===== src/rtl/dm_port_arbiter.sv =====
// Two-port arbiter in front of the single-port data SRAM: the CPU port has priority,
// the secondary port gets a guaranteed slot after STARVE_LIMIT consecutive denied cycles.
module dm_port_arbiter #(
  parameter int ADDR_W       = 14,
  parameter int DATA_W       = 32,
  parameter int STARVE_LIMIT = 4
) (
  input  logic                  clk,
  input  logic                  rst,
  input  logic                  m0_req,
  input  logic                  m0_we,
  input  logic [DATA_W/8-1:0]   m0_wstrb,
  input  logic [31:0]           m0_addr,
  input  logic [DATA_W-1:0]     m0_wdata,
  output logic                  m0_gnt,
  output logic                  m0_rvalid,
  output logic [DATA_W-1:0]     m0_rdata,
  input  logic                  m1_req,
  input  logic                  m1_we,
  input  logic [DATA_W/8-1:0]   m1_wstrb,
  input  logic [31:0]           m1_addr,
  input  logic [DATA_W-1:0]     m1_wdata,
  output logic                  m1_gnt,
  output logic                  m1_rvalid,
  output logic [DATA_W-1:0]     m1_rdata,
  output logic                  sram_ceb,
  output logic                  sram_web,
  output logic [DATA_W-1:0]     sram_bweb,
  output logic [ADDR_W-1:0]     sram_a,
  output logic [DATA_W-1:0]     sram_di,
  input  logic [DATA_W-1:0]     sram_do,
  output logic [15:0]           conflict_cnt
);

  localparam int STRB_W = DATA_W / 8;
  localparam int WAIT_W = $clog2(STARVE_LIMIT + 1);

  typedef enum logic [1:0] {RD_NONE, RD_P0, RD_P1} rd_owner_t;

  rd_owner_t           rd_owner;
  logic [WAIT_W-1:0]   wait_cnt;
  logic                starved;
  logic                sel_we;
  logic [STRB_W-1:0]   sel_wstrb;

  // Byte-offset and high address bits carry no meaning for the word-addressed SRAM.
  logic unused_addr_bits;
  assign unused_addr_bits = ^{m0_addr[31:ADDR_W+2], m0_addr[1:0],
                              m1_addr[31:ADDR_W+2], m1_addr[1:0]};

  assign starved = (wait_cnt == WAIT_W'(STARVE_LIMIT));

  always_comb begin
    m1_gnt = !rst && m1_req && (!m0_req || starved);
    m0_gnt = !rst && m0_req && !m1_gnt;
  end

  always_comb begin
    sram_ceb  = 1'b1;
    sram_web  = 1'b1;
    sram_bweb = '1;
    sram_a    = '0;
    sram_di   = '0;
    sel_we    = 1'b0;
    sel_wstrb = '0;
    if (m0_gnt) begin
      sram_ceb  = 1'b0;
      sel_we    = m0_we;
      sel_wstrb = m0_wstrb;
      sram_a    = m0_addr[ADDR_W+1:2];
      sram_di   = m0_wdata;
    end else if (m1_gnt) begin
      sram_ceb  = 1'b0;
      sel_we    = m1_we;
      sel_wstrb = m1_wstrb;
      sram_a    = m1_addr[ADDR_W+1:2];
      sram_di   = m1_wdata;
    end
    sram_web = !(sel_we && !sram_ceb);
    for (int b = 0; b < STRB_W; b++) begin
      sram_bweb[b*8 +: 8] = {8{~(sel_we & sel_wstrb[b])}};
    end
  end

  // Read data from the SRAM lands one cycle after the access; rd_owner steers the valid.
  assign m0_rvalid = !rst && (rd_owner == RD_P0);
  assign m1_rvalid = !rst && (rd_owner == RD_P1);
  assign m0_rdata  = sram_do;
  assign m1_rdata  = sram_do;

  always_ff @(posedge clk) begin
    if (rst) begin
      rd_owner     <= RD_NONE;
      wait_cnt     <= '0;
      conflict_cnt <= '0;
    end else begin
      if (m0_gnt && !m0_we)
        rd_owner <= RD_P0;
      else if (m1_gnt && !m1_we)
        rd_owner <= RD_P1;
      else
        rd_owner <= RD_NONE;

      if (m1_req && !m1_gnt)
        wait_cnt <= wait_cnt + WAIT_W'(1);
      else
        wait_cnt <= '0;

      if (m0_req && m1_req && (conflict_cnt != 16'hFFFF))
        conflict_cnt <= conflict_cnt + 16'd1;
    end
  end

endmodule


===== config.mk =====
export PLATFORM = sky130hd
export DESIGN_NAME = dm_port_arbiter
export DESIGN_NICKNAME = d
export VERILOG_FILES = /design/src/rtl/dm_port_arbiter.sv
export SDC_FILE = /design/constraint.sdc
export NUM_CORES = 1
export LEC_CHECK = 0
export BUFFER_PORTS_ARGS = -buffer_cell sky130_fd_sc_hd__clkbuf_2
export CAP_MARGIN = 20
export CORE_AREA = 5 5 127 129
export CTS_CLUSTER_SIZE = 8
export DETAILED_ROUTE_END_ITERATION = 10
export DIE_AREA = 0 0 132 134
export PLACE_DENSITY = 0.48
export SLEW_MARGIN = 20
export SYNTH_ARGS = -nofsm -noshare
export SYNTH_HDL_FRONTEND = slang
export SYNTH_SLANG_ARGS = --single-unit

===== constraint.sdc =====
create_clock -name clk -period 2.5 [get_ports clk]
set_clock_uncertainty 0.15 [all_clocks]
set_input_delay 0.5 -clock clk [delete_from_list [all_inputs] [get_ports clk]]
set_output_delay 0.5 -clock clk [all_outputs]
set_load 0.02 [all_outputs]

* After elaboration in Yosys (flattened, before gate mapping)
Cells that the tools add are included.
** Word-level totals
- Bits of input ports :: 174
- Register bits after elaboration :: 21
- Output and inout port bits :: 164
** Cells by class
- Reductions and logical operators :: 22
- Eq/ne operators :: 4
- Mux-type cells :: 12
- Bitwise operators :: 9
- Add/subtract/negate cells :: 2
** Operators with widths (number)
- $mux W32 :: 2
- $mux W14 :: 2
- $add A16 B1 Y16 const B :: 1
- $ne A16 B16 Y1 const B :: 1
- $logic_and A1 B1 Y1 :: 12
- $mux W4 :: 2
- $logic_not A1 Y1 :: 7
- $mux W1 :: 5
- $not A1 Y1 :: 5
- $and A1 B1 Y1 :: 4
- $reduce_or A2 Y1 :: 2
- $add A3 B1 Y3 const B :: 1
- $eq A3 B3 Y1 const B :: 1
- $eq A2 B1 Y1 const B :: 1
- $eq A2 B2 Y1 const B :: 1
- $mux W2 :: 1
- $logic_or A1 B1 Y1 :: 1

* Logic depth before layout (Yosys ltp)
- Depth in word-level cells :: 9
- Depth in mapped cells :: 8
- Mapped depth without buffers :: 6

* Worst setup path after synthesis
No wires, ideal clock.
- Kind :: reg-to-output
- Start :: reg wait_cnt[0]
- End :: out sram_bweb[10]
- Arrival time :: 2.185 ns
- Setup slack :: -0.335 ns
- Cell stages (with the launch flop) :: 9
- Data required time :: 1.850 ns
- Cells stage by stage :: dfxtp_1 inv_1 ha_1 and2_1 a211oi_1 clkbuf_1 a22o_1 nand2_1 buf_4
** On the way
- Longest elaborated chain between the ends :: 8
- Elaborated cells on any way between the ends :: 11
** Ends and longest elaborated chain
- from (decl) :: line 41 : logic [WAIT_W-1:0] wait_cnt;
- from (signal assigned) :: line 105 : wait_cnt <= wait_cnt + WAIT_W'(1);
- $eq A3 B3 Y1 (*) :: line 51 : assign starved = (wait_cnt == WAIT_W'(STARVE_LIMIT));
- $logic_or A1 B1 Y1 (*) :: line 54 : m1_gnt = !rst && m1_req && (!m0_req || starved);
- $logic_and A1 B1 Y1 (*) :: line 54
- $logic_not A1 Y1 :: line 55 : m0_gnt = !rst && m0_req && !m1_gnt;
- $logic_and A1 B1 Y1 :: line 55
- $mux W1 or $mux W4 (tied branches) :: line 66 : if (m0_gnt) begin
- $and A1 B1 Y1 (*) :: line 81 : sram_bweb[b*8 +: 8] = {8{~(sel_we & sel_wstrb[b])}};
- $not A1 Y1 (*) :: line 81
- to (decl) :: line 28 : output logic [DATA_W-1:0] sram_bweb,
Mark *: on every way between the ends. The rest lies on a longest branch, timed or not.

* Worst setup path in the final report
- Start :: reg wait_cnt[1]
- End :: out sram_bweb[5]
Same word-level chain as after synthesis.

==> impl_metrics.ini <==
[run_status]
outcome = complete, but fails checks
violations = setup timing

[routing]
totalWireLength_um = 10500
ant_nets = 0
post_drt_wl_per_cell_um = 17.2
vias = 2633
viasPerCell = 4.32
dr.pass1.iters = 4
first_iter_violations = 157
drc_errors = 0

[critical_path]
path_class = reg2out
crit_required_ps = 1850
r2r_start = conflict_cnt[2]
end_kind = output pin
critPathMaxFanout = 8
startpoint = wait_cnt[1]
crit_arrival_ps = 1870
worstSetupStartpointType = flop

[synthesis]
synth-compound-area-share = 0.272
syn_area_um2 = 2300
syn_avg_cell_area_um2 = 7.99
synth_top_family_by_area = buffers and inverters
yosysTopAreaCell = buf_4
synth_edf_count = 0
synth.area.top_cells = buf_4 (30%), a22o_1 (19%), dfxtp_1 (18%)
yosysSeqAreaShare = 0.183
synthMuxAreaShare = 0.0141
yosys.area_share.simple = 0.160
synth-seq-cells = 21
async_flop_share = 0
synth.yosys.warnings = 0
synth_adder_area_share = 0.0163
syn_nets = 465
synthCells = 288
synth_top_area_frac = 0.300
ys_types = 40
synth_ff_type = dfxtp_1
synthXorXnorAreaFrac = 0.00381

[floorplan]
ios = 338
coreArea_um2 = 14900
start_util = 0.154
rows = 45
die_w_um = 132
die_y_um = 134
die-area_um2 = 17700

[clock_tree]
hold_buffers = 0
htree_levels = 1
numClockSinks = 21
clock_latency_ps = 250
cts_tree = built
ctsLongestPathBuffers = 2
cts_buffers = 3
cts-root-buf = clkbuf_16
cts.clk_slew.worst_paths_ps = 50

[worst_hold_path]
min_path_type = in2reg
min_from = m1_we

[placement]
placed_cells = 588
port_buffers = 205
dpl.hpwl_um = 7770
place.gp.congestion = 0.905
post-place-ws_ps = -214
dpl_cell_area_um2 = 2970

[grt]
grt-busiest-layer = met2
grtUsageMet3 = 0.0281
grt_max_degree = 21
grt_pass1_wl_um = 14700
antenna_found_initial = 1
use_met1 = 0.140
use_met2 = 0.162
grt_usage = 0.103
grt_overflow = 0
grt_pass1_vias = 2575

[sta]
timing.final.crit_period_ps = 2520
fin_tns_setup_ps = -184
rsz0062_at_grt = yes
worst_slew_pin_slew_ps = 360
maxSlewViolCount = 0
hold_viol_final = 0
hold_slack_ps = 325
setup_slack_ps = -16.3
finalCritPeriodShare = 1.01
setup_viol = 18
relSlewSlack = 0.754
fmax_ghz = 0.397

[final_layout]
fin_nets = 599
syn_to_final_growth_pct = 69.6
drive_gt1_frac = 0.637
final_cells = 609
antenna_cells = 0
stdcell_area_um2 = 3900
final_util = 0.262

[pwr]
leakage_nw = 1.90
peakVddDrop_mv = 0.190
finalPower_mw = 1.20
p_per_area_nw_per_um2 = 308

[job]
drv_cap = 0
-- Yosys cell counts (all sizes together), types with 2 or more instances --
cell,number
and3,2
nor3b,3
dfxtp,21
nor2,8
nor2b,4
o21ai,4
or3,3
clkbuf,14
and2,3
a21oi,11
o31ai,5
nand3,7
a22o,50
inv,7
nand2,13
buf,94
or4,6
o41ai,2
nand4,3
nor4,4
ha,3
a211oi,2
and4,2
mux2,2
nor3,5
-- what timing repair did --
item	CTS	global route
endpoints found under the setup margin	79	78
gates resized for setup	111	65
pin swaps	13	14
setup buffers	7	3
cloned	6	2
-- placed cells by master (no fill, tap or decap), types with 3 or more instances in the layout --
cell type / instances
clkbuf_2: 135
a22o_1: 43
clkbuf_8: 29
buf_4: 28
dfxtp_1: 19
buf_6: 13
clkbuf_4: 13
a21oi_1: 10
nand2_1: 8
nor2_1: 8
a22o_4: 7
buf_8: 7
buf_16: 6
inv_1: 5
nand2_4: 5
nor3_1: 5
nand3_1: 5
or4_1: 5
o31ai_1: 5
clkbuf_16: 5
nor2b_1: 4
nor4_1: 4
o21ai_0: 4
nand4_1: 3
or3_1: 3
buf_12: 3
-- cell type report --
cell class	instances	area, um2
fill	1557	11000
timing repair buffer	238	1920
multi-input combinational	151	1220
sequential	21	423
tap	188	235
clock buffer	4	78.8
inverter	7	26.3
-- cells by family (layout without fill, tap and decap cells) --
family                     after synthesis  after routing
xor gates and xnor gates                 1              1
DFF                                     21             21
muxes                                    3              3
adders and majority gates                3              3
and+or+nand+nor                         65             65
buffers and inverters                  116            249
AOI/OAI and AO/OA                       79             79
-- report_power, final --
| part | switching, mW | total, mW | internal [mW] |
|---|---|---|---|
| logic | 0.251 | 0.521 | 0.270 |
| registers | 0.00326 | 0.342 | 0.338 |
| clock network | 0.124 | 0.341 | 0.217 |
-- worst max-delay path, stage by stage, from the launching register on --
cell      delay, ps
dfxtp_2         330
inv_2            50
ha_4            150
and2_4          140
a211oi_4        190
buf_6           140
buf_8           150
a22o_1          180
nand2_4         110
buf_6           160
-- flip-flops by register name, indices dropped and copies added, names as in the netlist --
name,cells
conflict_cnt,16
rd_owner,2
wait_cnt,3
-- layer usage --
layer	vias to the layer above	wire length (um)	part of all wire
met5	-	13	0.0012
met4	2	209	0.020
met3	34	1000	0.096
met2	132	4830	0.46
met1	1230	4400	0.42
li1	1235	-	-
-- final timing paths --
kind / to / cells after the start / slack [ps]
min: rd_owner[1] / 2 / 320
max reg2reg: conflict_cnt[13] / 4 / 350
max: sram_bweb[5] / 9 / -20
min reg2reg: conflict_cnt[7] / 2 / 370
No activity file was read; power rests on OpenSTA's default activity.
